==> config.mk <==
export PLATFORM = sky130hd
export DESIGN_NAME = rv32_register_file_mp
export DESIGN_NICKNAME = d
export VERILOG_FILES = /design/src/rtl/rv32_register_file_mp.sv
export SDC_FILE = /design/constraint.sdc
export NUM_CORES = 2
export LEC_CHECK = 0
export BUFFER_PORTS_ARGS = -buffer_cell sky130_fd_sc_hd__buf_2
export CORE_MARGIN = 4
export CORE_UTILIZATION = 45
export DETAILED_ROUTE_END_ITERATION = 12
export MAX_ROUTING_LAYER = met4
export PLACE_DENSITY_LB_ADDON = 0.12
export SYNTH_ARGS = -nofsm -noshare
export SYNTH_HDL_FRONTEND = slang
export SYNTH_SLANG_ARGS = --single-unit
==> constraint.sdc <==
create_clock -name clk -period 102 [get_ports clk]
set_clock_uncertainty 0.1 [all_clocks]
set_input_delay 5.1 -clock clk [delete_from_list [all_inputs] [get_ports clk]]
set_output_delay 5.1 -clock clk [all_outputs]
set_load 0.1 [all_outputs]
==> src/rtl/rv32_register_file_mp.sv <==
// Multi-port RV32 integer register file with registered reads and same-cycle write bypass.
// Define RF_SCOREBOARD_EN to build the busy-bit scoreboard; otherwise rd_busy is tied to 0.
module rv32_register_file_mp #(
  parameter int XLEN  = 32,
  parameter int NREGS = 32,
  parameter int NRD   = 2,
  parameter int NWR   = 1,
  parameter int AW    = $clog2(NREGS)
) (
  input  logic                clk,
  input  logic                rst,
  input  logic [NWR-1:0]      wr_en,
  input  logic [NWR*AW-1:0]   wr_addr,
  input  logic [NWR*XLEN-1:0] wr_data,
  input  logic [NRD*AW-1:0]   rd_addr,
  output logic [NRD*XLEN-1:0] rd_data,
  input  logic                alloc_en,
  input  logic [AW-1:0]       alloc_addr,
  output logic [NRD-1:0]      rd_busy
);

  logic [XLEN-1:0] r_mem       [NREGS];
  logic [AW-1:0]   w_wr_addr   [NWR];
  logic [XLEN-1:0] w_wr_data   [NWR];
  logic [AW-1:0]   w_rd_addr   [NRD];
  logic [XLEN-1:0] w_rd_next   [NRD];
  logic [XLEN-1:0] r_rd_data   [NRD];

  for (genvar gw = 0; gw < NWR; gw++) begin : g_wr_unpack
    assign w_wr_addr[gw] = wr_addr[gw*AW +: AW];
    assign w_wr_data[gw] = wr_data[gw*XLEN +: XLEN];
  end

  for (genvar gr = 0; gr < NRD; gr++) begin : g_rd_unpack
    assign w_rd_addr[gr]             = rd_addr[gr*AW +: AW];
    assign rd_data[gr*XLEN +: XLEN]  = r_rd_data[gr];
  end

  // Later ports are applied last, so the highest-indexed writer wins a collision.
  always_ff @(posedge clk or posedge rst) begin
    if (rst) begin
      for (int r = 0; r < NREGS; r++) r_mem[r] <= '0;
    end else begin
      for (int w = 0; w < NWR; w++) begin
        if (wr_en[w] && (w_wr_addr[w] != '0)) r_mem[w_wr_addr[w]] <= w_wr_data[w];
      end
    end
  end

  always_comb begin
    for (int p = 0; p < NRD; p++) begin
      w_rd_next[p] = '0;
      if (w_rd_addr[p] != '0) begin
        w_rd_next[p] = r_mem[w_rd_addr[p]];
        for (int w = 0; w < NWR; w++) begin
          if (wr_en[w] && (w_wr_addr[w] == w_rd_addr[p])) w_rd_next[p] = w_wr_data[w];
        end
      end
    end
  end

  always_ff @(posedge clk or posedge rst) begin
    if (rst) begin
      for (int p = 0; p < NRD; p++) r_rd_data[p] <= '0;
    end else begin
      for (int p = 0; p < NRD; p++) r_rd_data[p] <= w_rd_next[p];
    end
  end

`ifdef RF_SCOREBOARD_EN
  logic [NREGS-1:0] r_busy;
  logic [NREGS-1:0] w_clr_mask;
  logic [NREGS-1:0] w_set_mask;
  logic [NREGS-1:0] w_busy_after_clr;
  logic [NRD-1:0]   r_rd_busy;

  always_comb begin
    w_clr_mask = '0;
    w_set_mask = '0;
    for (int w = 0; w < NWR; w++) begin
      if (wr_en[w] && (w_wr_addr[w] != '0)) w_clr_mask[w_wr_addr[w]] = 1'b1;
    end
    if (alloc_en && (alloc_addr != '0)) w_set_mask[alloc_addr] = 1'b1;
  end

  // Readers see clears but not this cycle's allocation, matching the bypassed data.
  assign w_busy_after_clr = r_busy & ~w_clr_mask;

  always_ff @(posedge clk or posedge rst) begin
    if (rst) begin
      r_busy    <= '0;
      r_rd_busy <= '0;
    end else begin
      r_busy <= (w_busy_after_clr | w_set_mask) & {{(NREGS-1){1'b1}}, 1'b0};
      for (int p = 0; p < NRD; p++) r_rd_busy[p] <= w_busy_after_clr[w_rd_addr[p]];
    end
  end

  assign rd_busy = r_rd_busy;
`else
  logic w_unused_alloc;
  assign w_unused_alloc = ^{alloc_en, alloc_addr};
  assign rd_busy        = '0;
`endif

endmodule

Word-level counts from Yosys, hierarchy flattened
Cells that the tools add are included.
{"block": "op_classes", "order_cmp": 4, "n_eq_ne": 2, "mux": 13, "n_bitwise": 3, "n_reduce_logical": 7}
{"op": "1024-bit bitwise mux", "n": 1}
{"op": "32-bit binary-select mux with 5-bit select", "n": 2}
{"op": "32-bit 2-to-1 mux", "n": 9}
{"op": "32-bit demux with 5-bit select", "n": 1}
{"op": "6-bit >= comparator, second input constant", "n": 3}
{"op": "5-bit NOT with 6-bit output", "n": 3}
{"op": "5-bit nonzero test", "n": 3}
{"op": "5-bit == test", "n": 2}
{"op": "6-bit by 1-bit less-than comparator with 1-bit output, second input constant", "n": 1}
{"op": "1-bit logical AND", "n": 4}
{"block": "totals", "reg_bits": 1088, "input_bits": 56, "output_inout_bits": 66, "elab_cells": 63}

Logic depth before layout (Yosys ltp)
{"block": "logic_depth", "word_depth": 6, "depth_mapped": 10, "ltp_nobuf": 6}

Worst setup path before layout
No wires, ideal clock.
{"block": "synth_timing", "path_type": "input -> register", "start": "input port rd_addr[0]", "end": "register r_rd_data, in the netlist rd_data[22]", "setup_time_ns": 0.139, "t_arrival_ns": 6.668, "t_required_ns": 101.761, "setup_slack_ns": 95.093, "cell_stages": 8, "path_buffers": 3, "path_cell_list": "buf_4 -> buf_6 -> buf_2 -> mux4_2 -> a22oi_1 -> nand2_1 -> a22oi_1 -> o22ai_1"}
{"element": "from (decl)", "line_no": "15", "rtl": "input logic [NRD*AW-1:0] rd_addr,"}
{"element": "to (decl)", "line_no": "27", "rtl": "logic [XLEN-1:0] r_rd_data [NRD];"}

==> summary.txt <==
Routing
  • Via-to-Cell Ratio: 6.49
  • DR iter-0 viols: 3,343
  • Final wirelength: 189,000 um
  • Via count: 36.9k
  • Routed len/inst: 33.2 um
  • Antenna viol nets, final: 0
  • Drt drc: 0
  • Drt pass-1 iters: 5

Setup path
  • Crit path max fanout: 124
  • Delay-heaviest family, CP: buffers and inverters
  • Worst reg2reg path startpoint: r_mem[649]
  • CP arrival: 9.78 ns
  • FF-to-FF End: rd_data[41]
  • Max stage delay cell, worst path: buf_4
  • Crit. End Element: asynchronous set/reset pin
  • Crit Path Category: in -> async
  • CP startpoint kind: primary input
  • CP max stage delay: 0.82 ns
  • Crit path cell chain: buf_2 -> inv_8 -> buf_4 -> buf_4 -> buf_4 -> buf_4 -> buf_4
  • Cell mode on critical path: buf_4
  • Worst reg-to-reg path cell count: 4
  • Worst reg-to-reg setup slack: 99.75 ns
  • Worst path bufs/invs: 7
  • Critical path required time: 102.65 ns

GRT
  • Initial antenna violation count: 24
  • Largest net degree at the start of global routing: 125
  • All-Layer GR Usage: 29.2%
  • First-pass GRT wire length: 273,000 um
  • GRT overflow: 0
  • Vias in the first global route: 37.3k

STA
  • Final Hold Vio Count: 0
  • Relative slew margins: 19.1%
  • Period utilisation layout: 8.95%
  • Worst-Margin Slew: 1.21 ns
  • Final setup fails: 0
  • Setup TNS: 0 ns
  • Fin crit period: 9.13 ns
  • F_max: 109 MHz
  • Fin. max-slew vios: 0
  • Fin Hold WS: 0.295 ns
  • Unrepaired setup endpoints after global routing: false

Floorplanning
  • Core box area: 126,000 um^2
  • Initial core utilization: 45.5%
  • Die Y: 365 um
  • I/O Pins: 122
  • Die area: 133,000 um^2
  • Row count: 130
  • Width of the die: 365 um

Clock tree
  • Clock Latency Late Sink: 0.76 ns
  • Clock Path Buffers: 3
  • Root buffer cell: clkbuf_16
  • Clock Sinks: 1,088
  • Hold_buf cts: 0
  • Clk slew on worst S/H paths: 0.06 ns
  • Cts repair resizes: 0
  • H-tree level count: 3
  • Setup bufs post-CTS: 0
  • CTS tree: done
  • Total CTS buffers: 121

Final layout
  • Fill cells: 10.9k
  • Final nets: 3,973
  • P&R area growth vs syn: 9.56%
  • Layout cell share with drive strength beyond 1: 45.6%
  • Final design area excluding fillers: 62,900 um^2
  • Core Util, Final: 49.9%

Yosys
  • Cells after Synth: 4,037
  • Cell taking the most area after synthesis: dfrtp_1
  • Post-synth ARST share: 100%
  • Post-synth EDFFs: 0
  • Leading register cell type out of synthesis: dfrtp_1
  • Unique masters post-synth: 61
  • Synth area leaders: dfrtp_1, mux2_2, mux4_2, mux2i_1, clkbuf_1
  • Cell area after synthesis: 57,500 um^2
  • Top cells by instance count after synthesis: dfrtp_1, mux2_2, mux2i_1
  • Sequential share of the synthesized area: 47.4%
  • Syn_area_per_cell: 14.2 um^2
  • Synth Register Bits: 1,088
  • Warnings from Yosys: 0
  • Most frequent cell after synthesis: dfrtp_1
  • Share of Yosys cell area claimed by the top area cell type: 47.4%

Hold path
  • Min-delay src: r_mem[1010]
  • Number of cells on the worst hold path: 0
  • Hold Path End: r_mem[1010]
  • Worst min-delay path class: reg -> reg

Placement
  • Hpwl dp: 107,000 um
  • Placed cell areas: 58,900 um^2
  • Final Wtd Congestion: 0.810
  • Port Buf Inserts: 113

Power
  • Leak Pwr: 27.8 nW
  • PD cells: 20.4 nW/um^2
  • Worst VDD drop: 0.0136 mV

Flow run
  • Max_cap viols: 0

Run status
  • Outcome: finished, final reports clean
power by group:
group	total, mW	leakage [nW]	switching (mW)	internal (mW)
Clock	0.440	1.98	0.184	0.256
Combinational	0.272	11.9	0.134	0.139
Sequential	0.569	13.9	0.0563	0.513
metal layers:
metal	vias to the layer above	track usage (%)	routed length, um
li1	15300	-	-
met1	20200	40.7	84000
met2	1164	44.3	87900
met3	284	5.27	12200
met4	0	8.13	4790
met5	-	-	0
sequential cells by signal (all words and copies together) (netlist names):
register  cells
rd_data      64
r_mem      1024
worst reg2reg max path, cell delays in order, from the launching register on:
cell,delay (ns)
dfrtp_1,0.39
mux4_2,0.47
o311ai_0,0.68
and3_1,0.27
nor2_1,0.15
layout by cell type (no fill, tap or decap), drive strengths merged, types with 25 or more instances in the layout:
cell type  instances
o211ai            26
a22oi             50
mux2            1020
a21oi             61
o21ai             87
and3              29
mux4             359
nor2              78
nand2             98
dfrtp           1088
buf              204
nor3              27
a221oi            95
clkbuf           178
mux2i            389
a221o             25
clkinv            32
worst max path at each step:
stage / to / start / cells past startpoint
6_report: r_mem[409] / rst / 7
5_1_grt: r_mem[441] / rst / 7
4_1_cts: r_mem[921] / rst / 7
3_5_place_dp: r_mem[473] / rst / 7
3_3_place_gp: r_mem[409] / rst / 7
2_1_floorplan: r_mem[0] / rst / 1
kinds of logic after synthesis:
logic type             count (synthesis)  share of synthesized area [%]
AND/OR/NAND/NOR                      297                           2.46
AO/OA/AOI/OAI                        419                           5.26
other                                  1                        0.00653
flip-flops                          1088                           47.4
XOR/XNOR                              10                          0.152
multiplexers                        1768                           40.8
buffers and inverters                454                           3.90
per-stage QoR:
step / instances / power (mW) / worst slack, ns
finish: 5687 / 1.28 / 92.87
global route: 5677 / 1.34 / 92.11
CTS: 5664 / 1.29 / 92.67
detailed placement: 5444 / 0.848 / 91.87
global placement: 5444 / 0.841 / 91.87
floorplan: 4038 / 0.781 / 66.17
final cells by class:
type	count	area, um^2	area share (%)
multi-input combinational	2496	28200	44.9
sequential	1088	27200	43.3
clock buffer	178	3580	5.69
tap	1650	2060	3.28
timing repair buffer	204	1350	2.14
clock inverter	42	389	0.618
antenna	23	57.6	0.0914
inverter	6	31.3	0.0497
Power figures use the tool's default switching activity.
